`config.mk`:
```
export PLATFORM = sky130hd
export DESIGN_NAME = enc_capture_ctrl
export DESIGN_NICKNAME = d
export VERILOG_FILES = /design/src/rtl/enc_capture_ctrl.sv
export SDC_FILE = /design/constraint.sdc
export NUM_CORES = 1
export LEC_CHECK = 0
export BUFFER_PORTS_ARGS = -buffer_cell sky130_fd_sc_hd__buf_2
export CORE_ASPECT_RATIO = 0.6
export CORE_MARGIN = 2
export CORE_UTILIZATION = 30
export CTS_BUF_LIST = sky130_fd_sc_hd__clkbuf_16
export CTS_CLUSTER_SIZE = 40
export DETAILED_ROUTE_END_ITERATION = 10
export PLACE_DENSITY_LB_ADDON = 0.12
export SLEW_MARGIN = 0
export SYNTH_ARGS = -nofsm -noshare
export SYNTH_HDL_FRONTEND = slang
export SYNTH_SLANG_ARGS = --single-unit
```
`constraint.sdc`:
```
create_clock -name CLK -period 2.8 [get_ports CLK]
set_input_delay 0.28 -clock CLK [delete_from_list [all_inputs] [get_ports CLK]]
set_output_delay 0.28 -clock CLK [all_outputs]
set_load 0.02 [all_outputs]
```
`src/rtl/enc_capture_ctrl.sv`:
```
// Capture sequencer: arms the encoder counters, snapshots both 64-bit counts on each
// synchronized strobe rising edge and streams each snapshot as four 32-bit words.
module enc_capture_ctrl #(
   parameter int SYNC_STAGES = 2
) (
   input  logic        CLK,
   input  logic        I_RST,
   input  logic        I_START,
   input  logic        I_STOP,
   input  logic [15:0] I_NSAMP,
   input  logic        I_SEL,
   input  logic [63:0] I_CNT_A0,
   input  logic [63:0] I_CNT_A1,
   input  logic        I_READY,
   output logic        O_ARM,
   output logic [31:0] O_DATA,
   output logic        O_VALID,
   output logic        O_LAST,
   output logic        O_BUSY,
   output logic        O_DONE,
   output logic        O_OVR,
   output logic [15:0] O_SCNT
);

   localparam logic [1:0] ST_IDLE   = 2'd0;
   localparam logic [1:0] ST_ARMED  = 2'd1;
   localparam logic [1:0] ST_SEND   = 2'd2;
   localparam logic [1:0] ST_FINISH = 2'd3;

   logic [1:0]             state;
   logic [SYNC_STAGES-1:0] sel_sync;
   logic                   sel_q;
   logic                   sel_rise;
   logic [63:0]            snap_a0;
   logic [63:0]            snap_a1;
   logic [1:0]             word_idx;
   logic [15:0]            nsamp;
   logic [15:0]            scnt;
   logic                   stop_pend;
   logic                   ovr;
   logic                   run_end;

   always_ff @(posedge CLK) begin
      if (I_RST) begin
         sel_sync <= '0;
         sel_q    <= 1'b0;
      end else begin
         sel_sync <= {sel_sync[SYNC_STAGES-2:0], I_SEL};
         sel_q    <= sel_sync[SYNC_STAGES-1];
      end
   end

   assign sel_rise = sel_sync[SYNC_STAGES-1] & ~sel_q;

   // A stop arriving on the same cycle as the final handshake still ends the run.
   assign run_end = stop_pend | I_STOP | ((nsamp != '0) && (scnt == nsamp));

   always_ff @(posedge CLK) begin
      if (I_RST) begin
         state     <= ST_IDLE;
         snap_a0   <= '0;
         snap_a1   <= '0;
         word_idx  <= '0;
         nsamp     <= '0;
         scnt      <= '0;
         stop_pend <= 1'b0;
         ovr       <= 1'b0;
      end else begin
         case (state)
            ST_IDLE: begin
               stop_pend <= 1'b0;
               if (I_START) begin
                  nsamp <= I_NSAMP;
                  scnt  <= '0;
                  ovr   <= 1'b0;
                  state <= ST_ARMED;
               end
            end
            ST_ARMED: begin
               if (sel_rise) begin
                  snap_a0  <= I_CNT_A0;
                  snap_a1  <= I_CNT_A1;
                  scnt     <= scnt + 16'd1;
                  word_idx <= '0;
                  state    <= ST_SEND;
                  if (I_STOP) stop_pend <= 1'b1;
               end else if (I_STOP) begin
                  state <= ST_FINISH;
               end
            end
            ST_SEND: begin
               if (sel_rise) ovr <= 1'b1;
               if (I_STOP) stop_pend <= 1'b1;
               if (I_READY) begin
                  word_idx <= word_idx + 2'd1;
                  if (word_idx == 2'd3) state <= run_end ? ST_FINISH : ST_ARMED;
               end
            end
            default: begin
               if (sel_rise) ovr <= 1'b1;
               state <= ST_IDLE;
            end
         endcase
      end
   end

   always_comb begin
      O_DATA = '0;
      if (state == ST_SEND) begin
         case (word_idx)
            2'd0:    O_DATA = snap_a0[31:0];
            2'd1:    O_DATA = snap_a0[63:32];
            2'd2:    O_DATA = snap_a1[31:0];
            default: O_DATA = snap_a1[63:32];
         endcase
      end
   end

   assign O_ARM   = (state == ST_ARMED) || (state == ST_SEND);
   assign O_VALID = (state == ST_SEND);
   assign O_LAST  = (state == ST_SEND) && (word_idx == 2'd3);
   assign O_BUSY  = (state != ST_IDLE);
   assign O_DONE  = (state == ST_FINISH);
   assign O_OVR   = ovr;
   assign O_SCNT  = scnt;

endmodule
```
==> flow_metrics.py <==
metrics = {
    "status": {
        "status": "completed",
    },
    "yosys": {
        "synth_async_sr_flop_share_pct": 0,
        "synth.distinct_cells": 38,
        "syn-num-nets": 1111,
        "synth_ff_type": "dfxtp_1",
        "synthCells": 952,
        "ys_top_cells_by_area": "dfxtp_1 (46%), nand2_1 (17%), a21oi_1 (11%)",
        "ys_warn_count": 0,
        "synth_top_area_share_pct": 46.5,
        "syn_area_per_cell_um2": 7.65,
        "syn_area_um2": 7280,
        "yosysTopAreaCell": "dfxtp_1",
        "synth-seq-cells": 169,
        "ys_seq_area_share_pct": 46.5,
        "synth_edf_count": 0,
    },
    "setup_path": {
        "slowest_stage": "a222oi_1",
        "cp-start-kind": "register",
        "cpPeakStageDelay_ns": 0.48,
        "arrival_ns": 2.31,
        "cp.required_ns": 2.52,
        "crit_path_end_kind": "output pin",
        "crit_start": "word_idx[1]$_SDFFE_PP0P_",
        "timing.rr.start": "state[1]$_SDFFE_PP0P_",
        "crit_fanout": 32,
        "worstSetupPathType": "reg2out",
        "crit_path_cell_trace": "inv_1, ha_4, a222oi_1, o21ai_0, and2_1, buf_2",
    },
    "timing": {
        "fin_tns_setup_ns": 0,
        "slew_headroom_pct": 56.8,
        "rsz0062_at_grt": "no",
        "drv_slew": 0,
        "finalSetupViolCount": 0,
        "max_freq_ghz": 0.385,
        "fin_crit_ns": 2.59,
        "worst_slew_pin_slew_ns": 0.647,
        "finalHoldViolations": 0,
        "whs_ns": 0.0789,
        "period_share_pct": 92.7,
        "finalClockSkew_ns": 0.0124,
    },
    "grt": {
        "grt_pass1_vias": 6659,
        "grt_pass1_wl_um": 37800,
        "grt_overflow": 0,
        "grt_usage_pct": 19.2,
        "grt_max_degree": 129,
        "antenna_found_initial": 2,
    },
    "place": {
        "place.gp.congestion": 0.874,
        "placed_cell_area_um2": 8610,
        "io_buffers": 203,
        "hpwl_um": 16400,
        "dp_cells": 1421,
    },
    "power": {
        "total_leakage_power_nw": 3.45,
        "p_per_area_nw_per_um2": 668,
        "ir_worst_vdd_mv": 0.439,
    },
    "clock_network": {
        "ctsHoldBuffers": 0,
        "htreeDepth": 4,
        "cts-root-buf": "clkbuf_16",
        "clock_latency_ns": 0.43,
        "clk_pin_slew_ns": 0.07,
        "cts_sinks": 169,
        "cts_tree": "yes",
        "cts_buffers": 17,
        "cts_buffer_depth": 2,
    },
    "run": {
        "max_cap_viol_count": 0,
    },
    "detailed_routing": {
        "routedWlPerCell_um": 17.1,
        "drt-total-wl_um": 24800,
        "drc": 0,
        "drtIter0Drc": 604,
        "drtPass1Iterations": 6,
        "viasPerCell": 4.86,
        "vias": 7074,
        "ant_nets": 0,
    },
    "final_layout": {
        "area_delta_synth_final_pct": 26.3,
        "final_util_pct": 38.3,
        "final_nets": 1277,
        "final_cell_count_no_fill": 1455,
        "drive_gt1_share_pct": 23.2,
        "final_area_um2": 9200,
    },
    "floorplanning": {
        "rows": 44,
        "core_um2": 24000,
        "io-pin-count": 204,
        "fp.dieH_um": 125,
        "die_area_um2": 25600,
        "start_util_pct": 30.3,
        "die_x_um": 205,
    },
    "worst_hold_path": {
        "hold_class": "in2reg",
        "min_from": "I_NSAMP[10]",
    },
}
==> cell families (layout without fill, tap and decap cells) <==
logic type,after synthesis,after routing,share of synthesized area (%)
other,0,2,0
flip-flops,169,169,46.5
AND/OR/NAND/NOR,430,430,24.9
XOR/XNOR,29,29,3.49
buffers and inverters,80,259,4.38
AO/OA/AOI/OAI,233,233,18.9
multiplexers,2,2,0.344
adder cells (fa/ha/maj),9,9,1.55
==> power by group <==
part           internal (W)  switching (W)
combinational      0.000433       0.000794
sequential          0.00254       0.000125
clock               0.00122        0.00103
total               0.00420        0.00195
==> metrics by stage <==
step	worst slack, ns	power [W]
CTS	0.210	0.00622
global placement	0.492	0.00394
finish	0.205	0.00615
detailed placement	0.423	0.00394
floorplan	0.768	0.00349
global route	0.0544	0.00646
==> layout make-up <==
| class | count | area [um^2] |
|---|---|---|
| diodes | 2 | 5.00 |
| clock buffers | 17 | 425 |
| clock inverters | 15 | 129 |
| fillers | 2644 | 14800 |
| inverters | 9 | 33.8 |
| multi-input cells | 703 | 3630 |
| flip-flops and latches | 169 | 3380 |
| well taps | 322 | 403 |
| repair buffers | 218 | 1180 |
==> worst max-delay path, delay by kind of cell, from the launching register on <==
family / cells / cell delay [ns]
compound gates: 2 / 0.61
flops: 1 / 0.43
fa+ha+maj: 1 / 0.36
buf+inv: 2 / 0.31
simple gates: 1 / 0.17
==> timing repair <==
action                                 CTS  global route
setup endpoints to repair                1             0
resized for setup                        3             0
endpoints found under the hold margin    0             0
setup buffers                            0             0
==> path summary, 6_finish.rpt <==
kind | slack, ns | endpoint | depth (start not counted)
setup reg to reg | 0.43 | O_SCNT[15]$_SDFFE_PP0P_ | 7
hold / removal | 0.08 | nsamp[10]$_SDFFE_PP0P_ | 3
hold reg to reg | 0.45 | snap_a1[34]$_SDFFE_PP0P_ | 2
setup / recovery | 0.21 | O_DATA[6] | 6
==> layer usage <==
metal	share of wire [%]	wire, um	global-route usage [%]	vias to the layer above
li1	-	-	-	3547
met1	55	13600	30.9	3314
met2	39	9740	25.3	204
met3	5.2	1290	3.85	9
met4	0.73	182	4.57	0
met5	0	0	0	-
==> cells in the final DEF (no fill, tap or decap), types with 2 or more instances in the layout <==
cell type   instances
nand2_1           331
buf_2             202
dfxtp_1           169
a21oi_1           155
o21ai_0            36
and2_1             34
a222oi_1           32
nor2_1             24
xnor2_1            23
clkbuf_16          17
buf_4              12
inv_1               9
nand4_1             8
nor3_1              7
nor2b_1             6
xor2_1              6
clkinvlp_4          6
nand3_1             5
nor4_1              5
ha_1                4
buf_12              4
ha_4                3
clkinv_2            3
clkinv_4            3
diode_2             2
a211oi_1            2
a22oi_1             2
ha_2                2
==> sequential cells by signal, indices dropped and copies added, names as in the netlist, 2 cells and up <==
register	cells
state	2
nsamp	16
snap_a1	64
sel_sync	2
snap_a0	64
word_idx	2
O_SCNT	16
==> synthesized netlist by cell type, types with 2 or more instances <==
cell and count:
a211oi_1 2, a21oi_1 155, a222oi_1 32, a22oi_1 2
and2_1 34, buf_1 2, buf_2 9, clkbuf_1 59
dfxtp_1 169, ha_1 9, inv_1 9, nand2_1 332
nand3_1 5, nand4_1 8, nor2_1 25, nor2b_1 6
nor3_1 7, nor4_1 5, o21ai_0 36, xnor2_1 23
xor2_1 6
(Power assumes the default switching activity.)
